**src/rtl/ifmap_tile_sequencer_pkg.sv**
```systemverilog
// Shared defaults and one-hot state encoding for the ifmap tile sequencer.
package ifmap_tile_sequencer_pkg;

  localparam int ADDR_W_DEF  = 12;
  localparam int TSIZE_W_DEF = 16;
  localparam int TILE_W_DEF  = 16;

  localparam int ST_IDLE     = 0;
  localparam int ST_LOAD     = 1;
  localparam int ST_SWAP     = 2;
  localparam int ST_RUN      = 3;
  localparam int ST_WAIT_CMP = 4;
  localparam int ST_DRAIN    = 5;
  localparam int ST_FIN      = 6;

  typedef enum logic [6:0] {
    S_IDLE     = 7'b1 << ST_IDLE,
    S_LOAD     = 7'b1 << ST_LOAD,
    S_SWAP     = 7'b1 << ST_SWAP,
    S_RUN      = 7'b1 << ST_RUN,
    S_WAIT_CMP = 7'b1 << ST_WAIT_CMP,
    S_DRAIN    = 7'b1 << ST_DRAIN,
    S_FIN      = 7'b1 << ST_FIN
  } state_e;

endpackage

```
**src/rtl/ifmap_tile_sequencer_addr_gen.sv**
```systemverilog
// seq_addr_gen: RUN-phase tensor address counter, 0..size-1, held under stall.
module seq_addr_gen
  import ifmap_tile_sequencer_pkg::*;
#(
  parameter int ADDR_W  = ADDR_W_DEF,
  parameter int TSIZE_W = TSIZE_W_DEF
) (
  input  logic               clk,
  input  logic               rstn,
  input  logic               run,
  input  logic               stall,
  input  logic [TSIZE_W-1:0] size,
  output logic [ADDR_W-1:0]  addr,
  output logic               last_beat
);

  logic [ADDR_W-1:0] addr_q, addr_d;

  // Compare at TSIZE_W so a full-depth tile (size == 2**ADDR_W) ends on the top address.
  always_comb begin
    last_beat = run && !stall && (TSIZE_W'(addr_q) == (size - TSIZE_W'(1)));
    addr_d    = addr_q;
    if (run && !stall)
      addr_d = last_beat ? '0 : addr_q + ADDR_W'(1);
  end

  always_ff @(posedge clk or negedge rstn) begin
    if (!rstn) addr_q <= '0;
    else       addr_q <= addr_d;
  end

  assign addr = addr_q;

endmodule

```
**src/rtl/ifmap_tile_sequencer.sv**
```systemverilog
// Ping-pong ifmap buffer tile sequencer: LOAD -> SWAP -> RUN -> WAIT_CMP -> DRAIN per tile.
// Optional SEQ_PERF_CNT_EN adds busy-cycle and RUN-stall counters.
module ifmap_tile_sequencer
  import ifmap_tile_sequencer_pkg::*;
#(
  parameter int ADDR_W  = ADDR_W_DEF,
  parameter int TSIZE_W = TSIZE_W_DEF,
  parameter int TILE_W  = TILE_W_DEF
) (
  input  logic               clk,
  input  logic               rstn,
  input  logic               enable,
  input  logic               start,
  input  logic [TILE_W-1:0]  num_tiles,
  input  logic [TSIZE_W-1:0] tensor_size,
  input  logic               dma_w_last,
  input  logic               dma_r_last,
  input  logic               addr_stall,
  input  logic               cmp_done,
  output logic               conv_en,
  output logic               w_done,
  output logic [TSIZE_W-1:0] n_tensor_size,
  output logic [ADDR_W-1:0]  tensor_addr,
  output logic               t_addr_vld,
  output logic               cmp_start,
  output logic               busy,
  output logic               run_done,
  output logic               cfg_err,
  output logic [TILE_W-1:0]  tile_idx
`ifdef SEQ_PERF_CNT_EN
  ,
  output logic [31:0]        perf_cycles,
  output logic [31:0]        perf_stall
`endif
);

  localparam logic [TSIZE_W:0] MAX_SIZE = (TSIZE_W+1)'(2**ADDR_W);

  state_e             state_q, state_d;
  logic [TSIZE_W-1:0] size_q, size_d;
  logic [TILE_W-1:0]  tiles_q, tiles_d;
  logic [TILE_W-1:0]  tile_idx_q, tile_idx_d;
  logic               cfg_err_q, cfg_err_d;
  logic               wl_q, wl_d;
  logic               cd_q, cd_d;
  logic               cfg_ok, start_ok, run_act, last_beat;

  assign cfg_ok   = (tensor_size != '0) && ({1'b0, tensor_size} <= MAX_SIZE);
  assign start_ok = enable && (state_q == S_IDLE) && start && cfg_ok;
  // A beat is only offered while enabled, so a frozen cycle never looks like a consumed address.
  assign run_act  = enable && (state_q == S_RUN);

  seq_addr_gen #(.ADDR_W(ADDR_W), .TSIZE_W(TSIZE_W)) u_addr_gen (
    .clk       (clk),
    .rstn      (rstn),
    .run       (run_act),
    .stall     (addr_stall),
    .size      (size_q),
    .addr      (tensor_addr),
    .last_beat (last_beat)
  );

  always_comb begin
    state_d    = state_q;
    size_d     = size_q;
    tiles_d    = tiles_q;
    tile_idx_d = tile_idx_q;
    cfg_err_d  = cfg_err_q;
    wl_d       = wl_q;
    cd_d       = cd_q;
    conv_en    = 1'b0;
    cmp_start  = 1'b0;
    w_done     = 1'b0;
    run_done   = 1'b0;
    if (enable) begin
      unique case (state_q)
        S_IDLE: if (start) begin
          if (cfg_ok) begin
            cfg_err_d  = 1'b0;
            size_d     = tensor_size;
            tiles_d    = num_tiles;
            tile_idx_d = '0;
            wl_d       = 1'b0;
            cd_d       = 1'b0;
            state_d    = (num_tiles == '0) ? S_FIN : S_LOAD;
          end else begin
            cfg_err_d  = 1'b1;
          end
        end
        S_LOAD: if (dma_w_last || wl_q) begin
          wl_d    = 1'b0;
          state_d = S_SWAP;
        end
        S_SWAP: begin
          conv_en   = 1'b1;
          cmp_start = 1'b1;
          cd_d      = 1'b0;
          state_d   = S_RUN;
        end
        S_RUN: begin
          if (cmp_done) cd_d = 1'b1;
          if (last_beat) state_d = S_WAIT_CMP;
        end
        S_WAIT_CMP: if (cmp_done || cd_q) begin
          w_done  = 1'b1;
          cd_d    = 1'b0;
          state_d = S_DRAIN;
        end
        S_DRAIN: begin
          // Next tile's DMA may finish early; remember it so LOAD falls straight through.
          if (dma_w_last) wl_d = 1'b1;
          if (dma_r_last) begin
            tile_idx_d = tile_idx_q + TILE_W'(1);
            state_d    = ((tile_idx_q + TILE_W'(1)) == tiles_q) ? S_FIN : S_LOAD;
          end
        end
        S_FIN: begin
          run_done = 1'b1;
          state_d  = S_IDLE;
        end
        default: state_d = S_IDLE;
      endcase
    end
  end

  always_ff @(posedge clk or negedge rstn) begin
    if (!rstn) begin
      state_q    <= S_IDLE;
      size_q     <= '0;
      tiles_q    <= '0;
      tile_idx_q <= '0;
      cfg_err_q  <= 1'b0;
      wl_q       <= 1'b0;
      cd_q       <= 1'b0;
    end else begin
      state_q    <= state_d;
      size_q     <= size_d;
      tiles_q    <= tiles_d;
      tile_idx_q <= tile_idx_d;
      cfg_err_q  <= cfg_err_d;
      wl_q       <= wl_d;
      cd_q       <= cd_d;
    end
  end

  assign n_tensor_size = size_q;
  assign t_addr_vld    = run_act;
  assign busy          = (state_q != S_IDLE);
  assign cfg_err       = cfg_err_q;
  assign tile_idx      = tile_idx_q;

`ifdef SEQ_PERF_CNT_EN
  logic [31:0] perf_cycles_q, perf_cycles_d;
  logic [31:0] perf_stall_q, perf_stall_d;

  always_comb begin
    perf_cycles_d = perf_cycles_q;
    perf_stall_d  = perf_stall_q;
    if (start_ok) begin
      perf_cycles_d = '0;
      perf_stall_d  = '0;
    end else if (enable && busy) begin
      if (perf_cycles_q != '1) perf_cycles_d = perf_cycles_q + 32'd1;
      if (state_q == S_RUN && addr_stall && perf_stall_q != '1)
        perf_stall_d = perf_stall_q + 32'd1;
    end
  end

  always_ff @(posedge clk or negedge rstn) begin
    if (!rstn) begin
      perf_cycles_q <= '0;
      perf_stall_q  <= '0;
    end else begin
      perf_cycles_q <= perf_cycles_d;
      perf_stall_q  <= perf_stall_d;
    end
  end

  assign perf_cycles = perf_cycles_q;
  assign perf_stall  = perf_stall_q;
`else
  logic unused_start_ok;
  assign unused_start_ok = start_ok;
`endif

endmodule

```
**config.mk**
```make
export PLATFORM = sky130hd
export DESIGN_NAME = ifmap_tile_sequencer
export DESIGN_NICKNAME = d
export VERILOG_FILES = /design/src/rtl/ifmap_tile_sequencer_pkg.sv /design/src/rtl/ifmap_tile_sequencer_addr_gen.sv /design/src/rtl/ifmap_tile_sequencer.sv
export SDC_FILE = /design/constraint.sdc
export NUM_CORES = 1
export LEC_CHECK = 0
export BUFFER_PORTS_ARGS = -buffer_cell sky130_fd_sc_hd__clkbuf_2
export CAP_MARGIN = 15
export CORE_MARGIN = 2
export CORE_UTILIZATION = 47
export CTS_CLUSTER_SIZE = 14
export DETAILED_ROUTE_END_ITERATION = 10
export PLACE_DENSITY_LB_ADDON = 0.3
export RECOVER_POWER = 100
export SYNTH_ARGS = -nofsm -noshare
export SYNTH_HDL_FRONTEND = slang
export SYNTH_SLANG_ARGS = --single-unit
```
**constraint.sdc**
```tcl
create_clock -name clk -period 3 [get_ports clk]
set_input_delay 0.3 -clock clk [delete_from_list [all_inputs] [get_ports clk]]
set_output_delay 0.3 -clock clk [all_outputs]
set_load 0.02 [all_outputs]
```
==> implementation parameters, run 1 <==
Parameter                              Value

Outcome
  Outcome    finished, violations left
  Violated checks    capacitance limit, slew limit

Clock network
  Number of buffers created by CTS    9
  Cell at the root of the clock tree    clkbuf_8
  CTS tree    done
  Maximum level of the CTS H-tree    3
  Reg clk slew, reported paths    about 0.080 ns
  Clock Latency Late Sink    around 0.35 ns
  Max clock buf depth    2
  Number of sinks driven by the clock tree    70

Die
  Total Die Area    just under 10,000 um2
  Standard cell core area    between 8000 and 9000 um2
  Chip height    98.59 um
  Effective utilization at floorplan    0.4846
  Count of standard-cell rows    34
  Number of ports placed on the die boundary    a little over 90
  Die extent in x    a little under 100 um

Placed design
  Number of placed cells counting well taps    around 650
  Final Wtd Congestion    just under 1
  IO buf count    90
  Final HPWL DP    around 8300 um
  Pre-CTS setup slack    0.04198 ns
  Placed Instance Area    slightly below 5000 um2

Worst setup path
  Critical setup path kind    flop to flop
  Critical Path RT    3.23 ns
  Endpoint kind of the worst setup timing path    flop
  Critical path arrival    approximately 3.1 ns
  Worst Setup Start Kind    flop
  Critical path fanouts, max    5

Pwr
  Total power consumption of the routed design    between 3 and 4 mW
  PD cells    about 660 nW/um2
  Worst vdd ir    0.0003136 V
  Leakage power of the design    2.262 nW

Global route
  Number of global-route vias before repair    between 3,000 and 4,000
  Antenna violations before repair    0
  Largest net degree at the start of global routing    45
  Overall Global Routing Usage    0.2324
  Wire length of the first global-routing pass    ~18,000 um
  Final global-route overflow total    0

Routing
  Detailed router's first-iteration violation count    approximately 170
  Average detailed-routed wire length per instance    about 17 um
  Avg Vias per Cell    5.732
  Number of antenna-violating nets in the routed design    0
  Detailed-routing iteration count for the pre-antenna-repair pass    7
  Remaining design rule violation count    0
  Wirelength, routed    approximately 11,000 um
  Via total after detailed routing    around 3,800

Cells and area
  Most common cell after layout, fill and taps aside    dfrtp_1
  Utilization of the core after routing    0.5815
  Area Growth Syn to Fin    19.99%
  Antenna fix cells    0
  Final std cells w/o fill    663
  FILL cells    approximately 840
  Commonest cells after routing, fill and taps aside    dfrtp_1 (69), clkbuf_1 (57), clkbuf_2 (41), nor2_1 (39), o21ai_0 (34)
  Fraction of layout instances using a drive strength above 1    0.2198
  Final design instance area without fill    between 5000 and 6000 um2
  Layout Nets    ~590

STA
  Aggregate negative setup slack    0 ns
  Number of pins with negative max-slew slack in the final report    45
  Hold violation count in the final report    0
  Worst setup slack after layout    about 0.13 ns
  Transition time at the pin with the least slew margin    between 2 and 2.5 ns
  Max Clock Freq    about 0.35 GHz
  Clock period minus worst slack    approximately 2.9 ns
  Worst-case hold slack    about 0.18 ns
  RSZ-0062 raised after global routing    no
  Final Setup Violations    0
  Clock tree skew after final layout    around 0.012 ns
  Post-route clock period utilization    0.9558
  Normalized max-slew margin    -0.5781

Synthesis
  Share of synthesized registers carrying an async set or reset    1.000
  Top flip-flop cell by instance count after synthesis    dfrtp_1
  Synthesized area per cell    9.557 um2
  Count of flip-flops with a built-in enable after synthesis    0
  Synthesized Nets    483
  Post-synthesis cell area    about 4200 um2
  Synthesis Warnings    0
  Sequential element share of the synthesized area    0.4168
  Flop and latch count out of synthesis    70
  Synth cell types    about 60
  Cell count after synthesis    between 400 and 500

Min path
  Hold Crit Class    input port to flop

Job
  MaxCap Viol Count    1
==> synthesized netlist by cell type (all sizes together), types with 3 or more instances <==
master   number  share of area
nand4         9          0.013
xnor2        28          0.058
a21o          4         0.0071
o31ai         7          0.012
o2111ai       4         0.0083
buf           9          0.013
xor2         20          0.042
clkbuf       12          0.011
or3b          3         0.0062
or4           9          0.017
or3           6         0.0089
ha            3         0.0089
nor2         40          0.036
and4          3         0.0062
nor4         16          0.029
nand3        12          0.014
inv          11         0.0098
and3b         3         0.0062
nor3         20          0.024
a21oi         8          0.010
and3          6         0.0089
mux2         29          0.078
and2          6         0.0089
nor3b         6          0.013
nand2        25          0.022
dfrtp        69           0.41
o22ai         3         0.0045
o21ai        34          0.040
nor2b         9          0.013
==> timing repair <==
item	in CTS	in global routing
resized for setup	0	9
buffers inserted	0	1
endpoints found under the setup margin	0	7
hold buffers	0	0
==> registers in the layout, summed over array words and instances (netlist names) <==
signal	cells
n_tensor_size	16
tiles_q	16
wl_q	1
tile_idx	16
cfg_err	1
cd_q	1
state_q	7
u_addr_gen.addr	12
==> layer usage <==
layer  global-route usage  up-vias  part of all wire
li1                     -     1813                 -
met1               0.3209     1802              0.46
met2               0.3506      151              0.45
met3              0.04894       34             0.060
met4               0.1096        0             0.030
met5                    0        -                 0
==> final cells by class <==
| type | count | area (um2) | share of cell area |
|---|---|---|---|
| Clock buffer | 9 | 123.9 | 0.02455 |
| Clock inverter | 6 | 63.81 | 0.01265 |
| Inverter | 11 | 41.29 | 0.008182 |
| Multi-Input combinational cell | 338 | 2337 | 0.4632 |
| Sequential cell | 70 | 1753 | 0.3474 |
| Tap cell | 108 | 135.1 | 0.02678 |
| Timing Repair Buffer | 121 | 591.8 | 0.1173 |
==> cells by family after synthesis <==
group,synth area share
muxes,0.08004
xor gates and xnor gates,0.09997
AOI/OAI and AO/OA,0.1211
buffers and inverters,0.03392
DFF,0.4168
adders and majority gates,0.008927
and+or+nand+nor,0.2392
==> worst max-delay path, stage by stage (launching register included) <==
cell and delay, ns:
dfrtp_1 0.39, inv_1 0.07, ha_2 0.20, or3b_1 0.37
clkbuf_2 0.15, o311a_1 0.35, a311o_1 0.33, a21oi_2 0.17
nor4_2 0.07, buf_4 0.16, nor2_4 0.17, mux2_4 0.32
==> worst paths after layout <==
path / start / end / slack [ns] / cells past startpoint
setup / recovery: n_tensor_size[0] / state_q[6] / 0.13 / 11
hold / removal: tensor_size[12] / n_tensor_size[12] / 0.18 / 3
setup reg to reg: n_tensor_size[0] / state_q[6] / 0.13 / 11
hold reg to reg: cfg_err / cfg_err / 0.52 / 2
max in group asynchronous: rstn / u_addr_gen.addr[4] / 0.72 / 2
min in group asynchronous: rstn / tiles_q[1] / 0.65 / 1
==> report_power, final <==
| group | total, mW | switching, mW | internal [mW] |
|---|---|---|---|
| logic | 1.28 | 0.715 | 0.562 |
| clock network | 0.751 | 0.373 | 0.377 |
| registers | 1.29 | 0.182 | 1.10 |
Note: power is estimated with default switching activity, not from simulation.
==> run 2: changes to the inputs <==
ABC_AREA = 1   (was default)
==> implementation parameters, run 2 <==
Parameter                              Value

Worst setup path
  Critical Path RT    2.70 ns (-0.53 ns)
  Critical setup path kind    flop to output port
  Critical path fanouts, max    8 (+3)
  Critical path arrival    2.44 ns (-0.66 ns)
  Worst Setup Start Kind    flop
  Startpoint of the worst setup timing path    n_tensor_size[1]
  Endpoint kind of the worst setup timing path    output port
  R2R Path Start    tile_idx[1]

STA
  Max Clock Freq    0.3646 GHz (+4.5%)
  Final Setup Violations    0 (unchanged)
  Clock period minus worst slack    2.743 ns (-0.1245 ns)
  Aggregate negative setup slack    0 ns (unchanged)
  Hold violation count in the final report    0 (unchanged)
  RSZ-0062 raised after global routing    no
  Number of pins with negative max-slew slack in the final report    0 (-100%)
  Clock tree skew after final layout    0.007202 ns (-0.004466 ns)
  Post-route clock period utilization    0.9143 (-0.04150)
  Normalized max-slew margin    0.3529 (+0.9311)
  Transition time at the pin with the least slew margin    0.9706 ns (-1.397 ns)

Clock network
  Max clock buf depth    2 (unchanged)
  Reg clk slew, reported paths    0.08 ns (about the same)
  Cell at the root of the clock tree    clkbuf_8
  Clock Latency Late Sink    0.35 ns (about the same)
  CTS tree    done
  Maximum level of the CTS H-tree    3 (unchanged)
  Number of buffers created by CTS    9 (unchanged)
  Number of sinks driven by the clock tree    70 (unchanged)

Placed design
  IO buf count    90 (unchanged)
  Final Wtd Congestion    0.9131 (-7.5%)
  Final HPWL DP    10,150 um (+22%)

Cells and area
  Area Growth Syn to Fin    14.98%
  Fraction of layout instances using a drive strength above 1    0.1372 (-0.08259)
  Layout Nets    826 (+39%)
  Antenna fix cells    0 (unchanged)
  Commonest cells after routing, fill and taps aside    nand2_1 (217), inv_1 (86), dfrtp_1 (69), nor2_1 (65), nand3_1 (65)
  Most common cell after layout, fill and taps aside    nand2_1

Synthesis
  Synth top cells by count    nand2_1 (215), inv_1 (84), dfrtp_1 (69), nand3_1 (64), nor2_1 (64)
  Share of synthesized registers carrying an async set or reset    1.000 (unchanged)
  Post-synthesis cell area    4803 um2 (+14%)
  Synthesized Nets    728 (+51%)
  Flop and latch count out of synthesis    70 (unchanged)
  Synthesis Warnings    0 (unchanged)
  Count of flip-flops with a built-in enable after synthesis    0 (unchanged)
  Synth cell types    46 (-25%)
  Cell count after synthesis    685 (+56%)
  Cell with the most instances after synthesis    nand2_1
  Share of the synthesized area in the top cell type    0.3595 (-0.05112)
  Cell types with the largest area share after synthesis    dfrtp_1 (36%), nand2_1 (17%), nand3_1 (6.7%)
  Dominant cell type by area after synthesis    dfrtp_1
  Synthesized area per cell    7.012 um2 (-27%)
  Sequential element share of the synthesized area    0.3649 (-0.05190)
  Top flip-flop cell by instance count after synthesis    dfrtp_1

Global route
  Largest net degree at the start of global routing    49 (+8.9%)
  Antenna violations before repair    0 (unchanged)
  Number of global-route vias before repair    4,639 (+26%)
  Final global-route overflow total    0 (unchanged)
  Wire length of the first global-routing pass    21,840 um (+20%)
  Overall Global Routing Usage    0.2452 (+0.01276)

Min path
  Hold Crit Class    input port to flop
  Hold wc startpoint    num_tiles[13]

Outcome
  Outcome    finished clean

Job
  MaxCap Viol Count    0 (-1)

Die
  Die extent in x    105.1 um (+6.6%)
  Total Die Area    11,050 um2 (+14%)
  Standard cell core area    9864 um2 (+14%)
  Count of standard-cell rows    36 (+5.9%)
  Effective utilization at floorplan    0.4869 (+0.002362)
  Chip height    105.1 um (+6.6%)
  Number of ports placed on the die boundary    91 (unchanged)

Pwr
  Leakage power of the design    2.719 nW (+20%)
  Worst vdd ir    0.0003928 V (+25%)
  PD cells    791.3 nW/um2 (+20%)
  Total power consumption of the routed design    4.370 mW (+32%)

Routing
  Via total after detailed routing    4,870 (+28%)
  Avg Vias per Cell    5.293 (-7.6%)
  Number of antenna-violating nets in the routed design    0 (unchanged)
  Wirelength, routed    13,140 um (+19%)
  Average detailed-routed wire length per instance    14.28 um (-14%)
  Remaining design rule violation count    0 (unchanged)
  Detailed router's first-iteration violation count    246 (+46%)
  Detailed-routing iteration count for the pre-antenna-repair pass    5 (-2)
run 2: per-layer routing:
| layer | wire length (um) | up-vias | track usage | part of all wire |
|---|---|---|---|---|
| met5 | 0 | - | 0 | 0 |
| met4 | 228 | 0 | 0.08571 | 0.017 |
| met3 | 737 | 25 | 0.03493 | 0.056 |
| met2 | 6334 | 197 | 0.4058 | 0.48 |
| met1 | 5839 | 2252 | 0.3278 | 0.44 |
| li1 | - | 2396 | - | - |
run 2: logic make-up (layout without fill, tap and decap cells):
logic type                 Yosys count  count (layout)  synth area share
xor gates and xnor gates            17              17           0.03699
AOI/OAI and AO/OA                   64              64           0.07581
buffers and inverters              102             204           0.08674
and+or+nand+nor                    429             429            0.4277
DFF                                 70              70            0.3649
adders and majority gates            3               3          0.007815
run 2: power breakdown:
group	switching [mW]	internal, mW
Clock	0.359	0.446
Sequential	0.342	1.22
Combinational	1.32	0.676
run 2: timing repair:
item,in CTS,in global routing
setup buffers,0,0
hold buffers,0,1
gates resized for setup,1,4
endpoints found under the setup margin,1,1
hold endpoints to repair,0,16
run 2: through the flow:
| stage | std cells | util | hold WS, ns | cell area, um2 | setup WS (ns) |
|---|---|---|---|---|---|
| floorplan | 685 | - | 0.004409 | 4803 | 0.4689 |
| global placement | 903 | 0.5481 | 0.4629 | 5406 | 0.4574 |
| CTS | 918 | 0.5694 | 0.1614 | 5617 | 0.01880 |
| finish | 920 | 0.5599 | 0.1762 | 5523 | 0.2571 |
| detailed placement | 903 | 0.5481 | 0.4856 | 5406 | 0.3557 |
| global route | 920 | 0.5599 | 0.1717 | 5523 | 0.02309 |
run 2: worst max-delay path, stage by stage, from the launching register on:
cell      delay, ns
dfrtp_1        0.42
inv_1          0.13
ha_4           0.19
inv_1          0.05
nand2_1        0.07
nand2_1        0.06
nand2_1        0.05
nand2_1        0.07
nor2_2         0.14
nand2_1        0.06
nor2_1         0.11
nand2_2        0.08
nor2_4         0.10
nand3_4        0.13
nand2_4        0.12
inv_6          0.05
nor2_1         0.08
clkbuf_2       0.18
run 2: area by class of cell:
cell class / count / area (um2)
clock buffer: 12 / 165.2
multi-input combinational: 513 / 2611
clock inverter: 3 / 42.54
fill: 993 / 4342
timing repair buffer: 99 / 439.2
sequential: 70 / 1753
inverter: 90 / 345.3
tap: 133 / 166.4
run 2: path summary, 6_finish.rpt:
path / slack [ns] / cells after the start / to
setup reg to reg: 0.37 / 14 / state_q[1]
max in group asynchronous: 0.65 / 4 / u_addr_gen.addr[6]
hold reg to reg: 0.50 / 2 / wl_q
setup / recovery: 0.26 / 17 / w_done
min in group asynchronous: 0.62 / 2 / tiles_q[4]
hold / removal: 0.18 / 3 / tiles_q[13]
==> run 3: changes to the inputs <==
PLACE_DENSITY = 0.72   (was default)
PLACE_DENSITY_LB_ADDON = default   (was 0.3)
SETUP_SLACK_MARGIN = 0.5   (was default)
TNS_END_PERCENT = 5   (was default)
==> implementation parameters, run 3 (synthesized netlist as in run 2, its figures left out) <==
Parameter                              Value

Cells and area
  Storage element area    1753 um2 (unchanged)
  Most common cell after layout, fill and taps aside    nand2_1
  Layout Nets    836 (+1.2%)
  Antenna fix cells    0 (unchanged)
  Final std cells w/o fill    930 (+1.1%)
  Area occupied by multi-input gates    2638 um2 (+1.0%)
  FILL cells    954 (-3.9%)
  Area Growth Syn to Fin    17.14%
  Final design instance area without fill    5627 um2 (+1.9%)
  Commonest cells after routing, fill and taps aside    nand2_1 (215), inv_1 (84), dfrtp_1 (69), nand3_1 (65), nor2_1 (63)
  Fraction of layout instances using a drive strength above 1    0.1568 (+0.01961)
  Utilization of the core after routing    0.5704 (+0.01053)

Global route
  Wire length of the first global-routing pass    22,960 um (+5.1%)
  Final global-route overflow total    0 (unchanged)
  Number of global-route vias before repair    4,896 (+5.5%)
  Largest net degree at the start of global routing    43 (-12%)
  Overall Global Routing Usage    0.2562 (+0.01102)
  Antenna violations before repair    0 (unchanged)

Worst setup path
  Worst Setup Start Kind    flop
  Most numerous cell on the critical path    nor2_4
  Critical path fanouts, max    8 (unchanged)
  Slowest CP cell    dfrtp_1
  Critical path's largest stage delay    0.40 ns (-0.02 ns)
  Endpoint kind of the worst setup timing path    output port
  Critical Path RT    2.70 ns (about the same)
  Critical Path, Cell by Cell    inv_1, nand2_1, nor2_4, nand2_4, nor2_1, nand3_1, nor2_1, nand2_2, nor2_4, nand3_4, nand2_4, inv_6, nor2_4, buf_8
  Critical setup path kind    flop to output port
  Critical path arrival    2.40 ns (-0.04 ns)

STA
  Clock tree skew after final layout    0.004630 ns (-0.002572 ns)
  Hold violation count in the final report    0 (unchanged)
  Max Clock Freq    0.3711 GHz (+1.8%)
  Aggregate negative setup slack    0 ns (unchanged)
  Number of pins with negative max-slew slack in the final report    30 (+30)
  Clock period minus worst slack    2.695 ns (-0.04786 ns)
  Normalized max-slew margin    -0.07763 (-0.4306)
  Worst-case hold slack    0.1614 ns (-0.01487 ns)
  Transition time at the pin with the least slew margin    1.616 ns (+0.6459 ns)
  Final Setup Violations    0 (unchanged)
  Post-route clock period utilization    0.8983 (-0.01595)
  RSZ-0062 raised after global routing    yes

Die
  Count of standard-cell rows    36 (unchanged)
  Die extent in x    105.1 um (unchanged)
  Total Die Area    11,050 um2 (unchanged)
  Standard cell core area    9864 um2 (unchanged)
  Number of ports placed on the die boundary    91 (unchanged)
  Chip height    105.1 um (unchanged)
  Effective utilization at floorplan    0.4869 (unchanged)

Pwr
  Leakage power of the design    2.769 nW (+1.8%)
  Worst vdd ir    0.0004118 V (+4.8%)
  PD cells    795.0 nW/um2 (+0.46%)

Clock network
  Max clock buf depth    2 (unchanged)
  Hold buffer count at CTS    0 (unchanged)
  Cell at the root of the clock tree    clkbuf_8
  Clock Latency Late Sink    0.36 ns (about the same)
  CTS tree    done
  Maximum level of the CTS H-tree    3 (unchanged)
  Number of sinks driven by the clock tree    70 (unchanged)
  Reg clk slew, reported paths    0.08 ns (about the same)
  Number of buffers created by CTS    9 (unchanged)

Routing
  Detailed-routing iteration count for the pre-antenna-repair pass    5 (unchanged)
  Via total after detailed routing    5,002 (+2.7%)
  Wirelength, routed    13,690 um (+4.2%)
  Remaining design rule violation count    0 (unchanged)
  Avg Vias per Cell    5.378 (+1.6%)
  Average detailed-routed wire length per instance    14.72 um (+3.1%)
  Number of antenna-violating nets in the routed design    0 (unchanged)
  Detailed router's first-iteration violation count    340 (+38%)

Placed design
  Final HPWL DP    10,490 um (+3.4%)
  Number of placed cells counting well taps    902 (-0.11%)
  IO buf count    90 (unchanged)
  Final Wtd Congestion    0.9123 (about the same)
  Placed Instance Area    5414 um2 (+0.14%)

Outcome
  Outcome    finished, violations left
  Violated checks    capacitance limit, slew limit

Job
  MaxCap Viol Count    1 (+1)

Min path
  Hold Crit Class    input port to flop
run 3: cell type report:
cell class,instances,share of cell area
flip-flops and latches,70,0.3115
clock inverters,3,0.007783
repair buffers,109,0.09340
multi-input cells,513,0.4688
clock buffers,12,0.02757
inverters,90,0.06137
well taps,133,0.02958
run 3: final timing paths:
check / start / endpoint / slack, ns / cells past startpoint
max: state_q[4] / w_done / 0.30 / 14
min: num_tiles[2] / tiles_q[2] / 0.16 / 3
max reg2reg: tile_idx[1] / state_q[1] / 0.40 / 14
min reg2reg: tiles_q[5] / tiles_q[5] / 0.49 / 2
max in group asynchronous: rstn / u_addr_gen.addr[10] / 0.85 / 2
min in group asynchronous: rstn / tiles_q[4] / 0.34 / 1
run 3: critical path: cells and delay by family, from the launching register on:
kind | cells | cell delay [ns]
AND/OR/NAND/NOR | 11 | 1.36
flip-flops | 1 | 0.40
buffers and inverters | 3 | 0.27
run 3: metrics by stage:
stage / power, mW / setup slack [ns]
6_report: 4.473 / 0.3050
3_3_place_gp: 3.569 / 0.4565
5_1_grt: 4.816 / 0.1389
2_1_floorplan: 3.009 / 0.5609
3_5_place_dp: 3.623 / 0.3402
4_1_cts: 4.508 / 0.3666
run 3: per-layer routing:
metal  wire length (um)  GRT usage  up-vias
li1                   -          -     2414
met1               5993     0.3402     2349
met2               6439     0.4304      206
met3                814    0.02807       33
met4                443    0.09524        0
met5                  0          0        -
run 3: what timing repair did:
action                                  4_1_cts  5_1_grt
pin swaps                                     2        6
hold endpoints to repair                      0        0
endpoints found under the setup margin        1        5
buffers inserted                              5        8
resized for setup                            10        5
run 3: report_power, final:
group          switching, mW  leakage, nW  internal [mW]  total (mW)
clock                  0.373        0.102          0.426       0.799
combinational           1.37         1.82          0.745        2.12
sequential             0.339        0.849           1.22        1.56
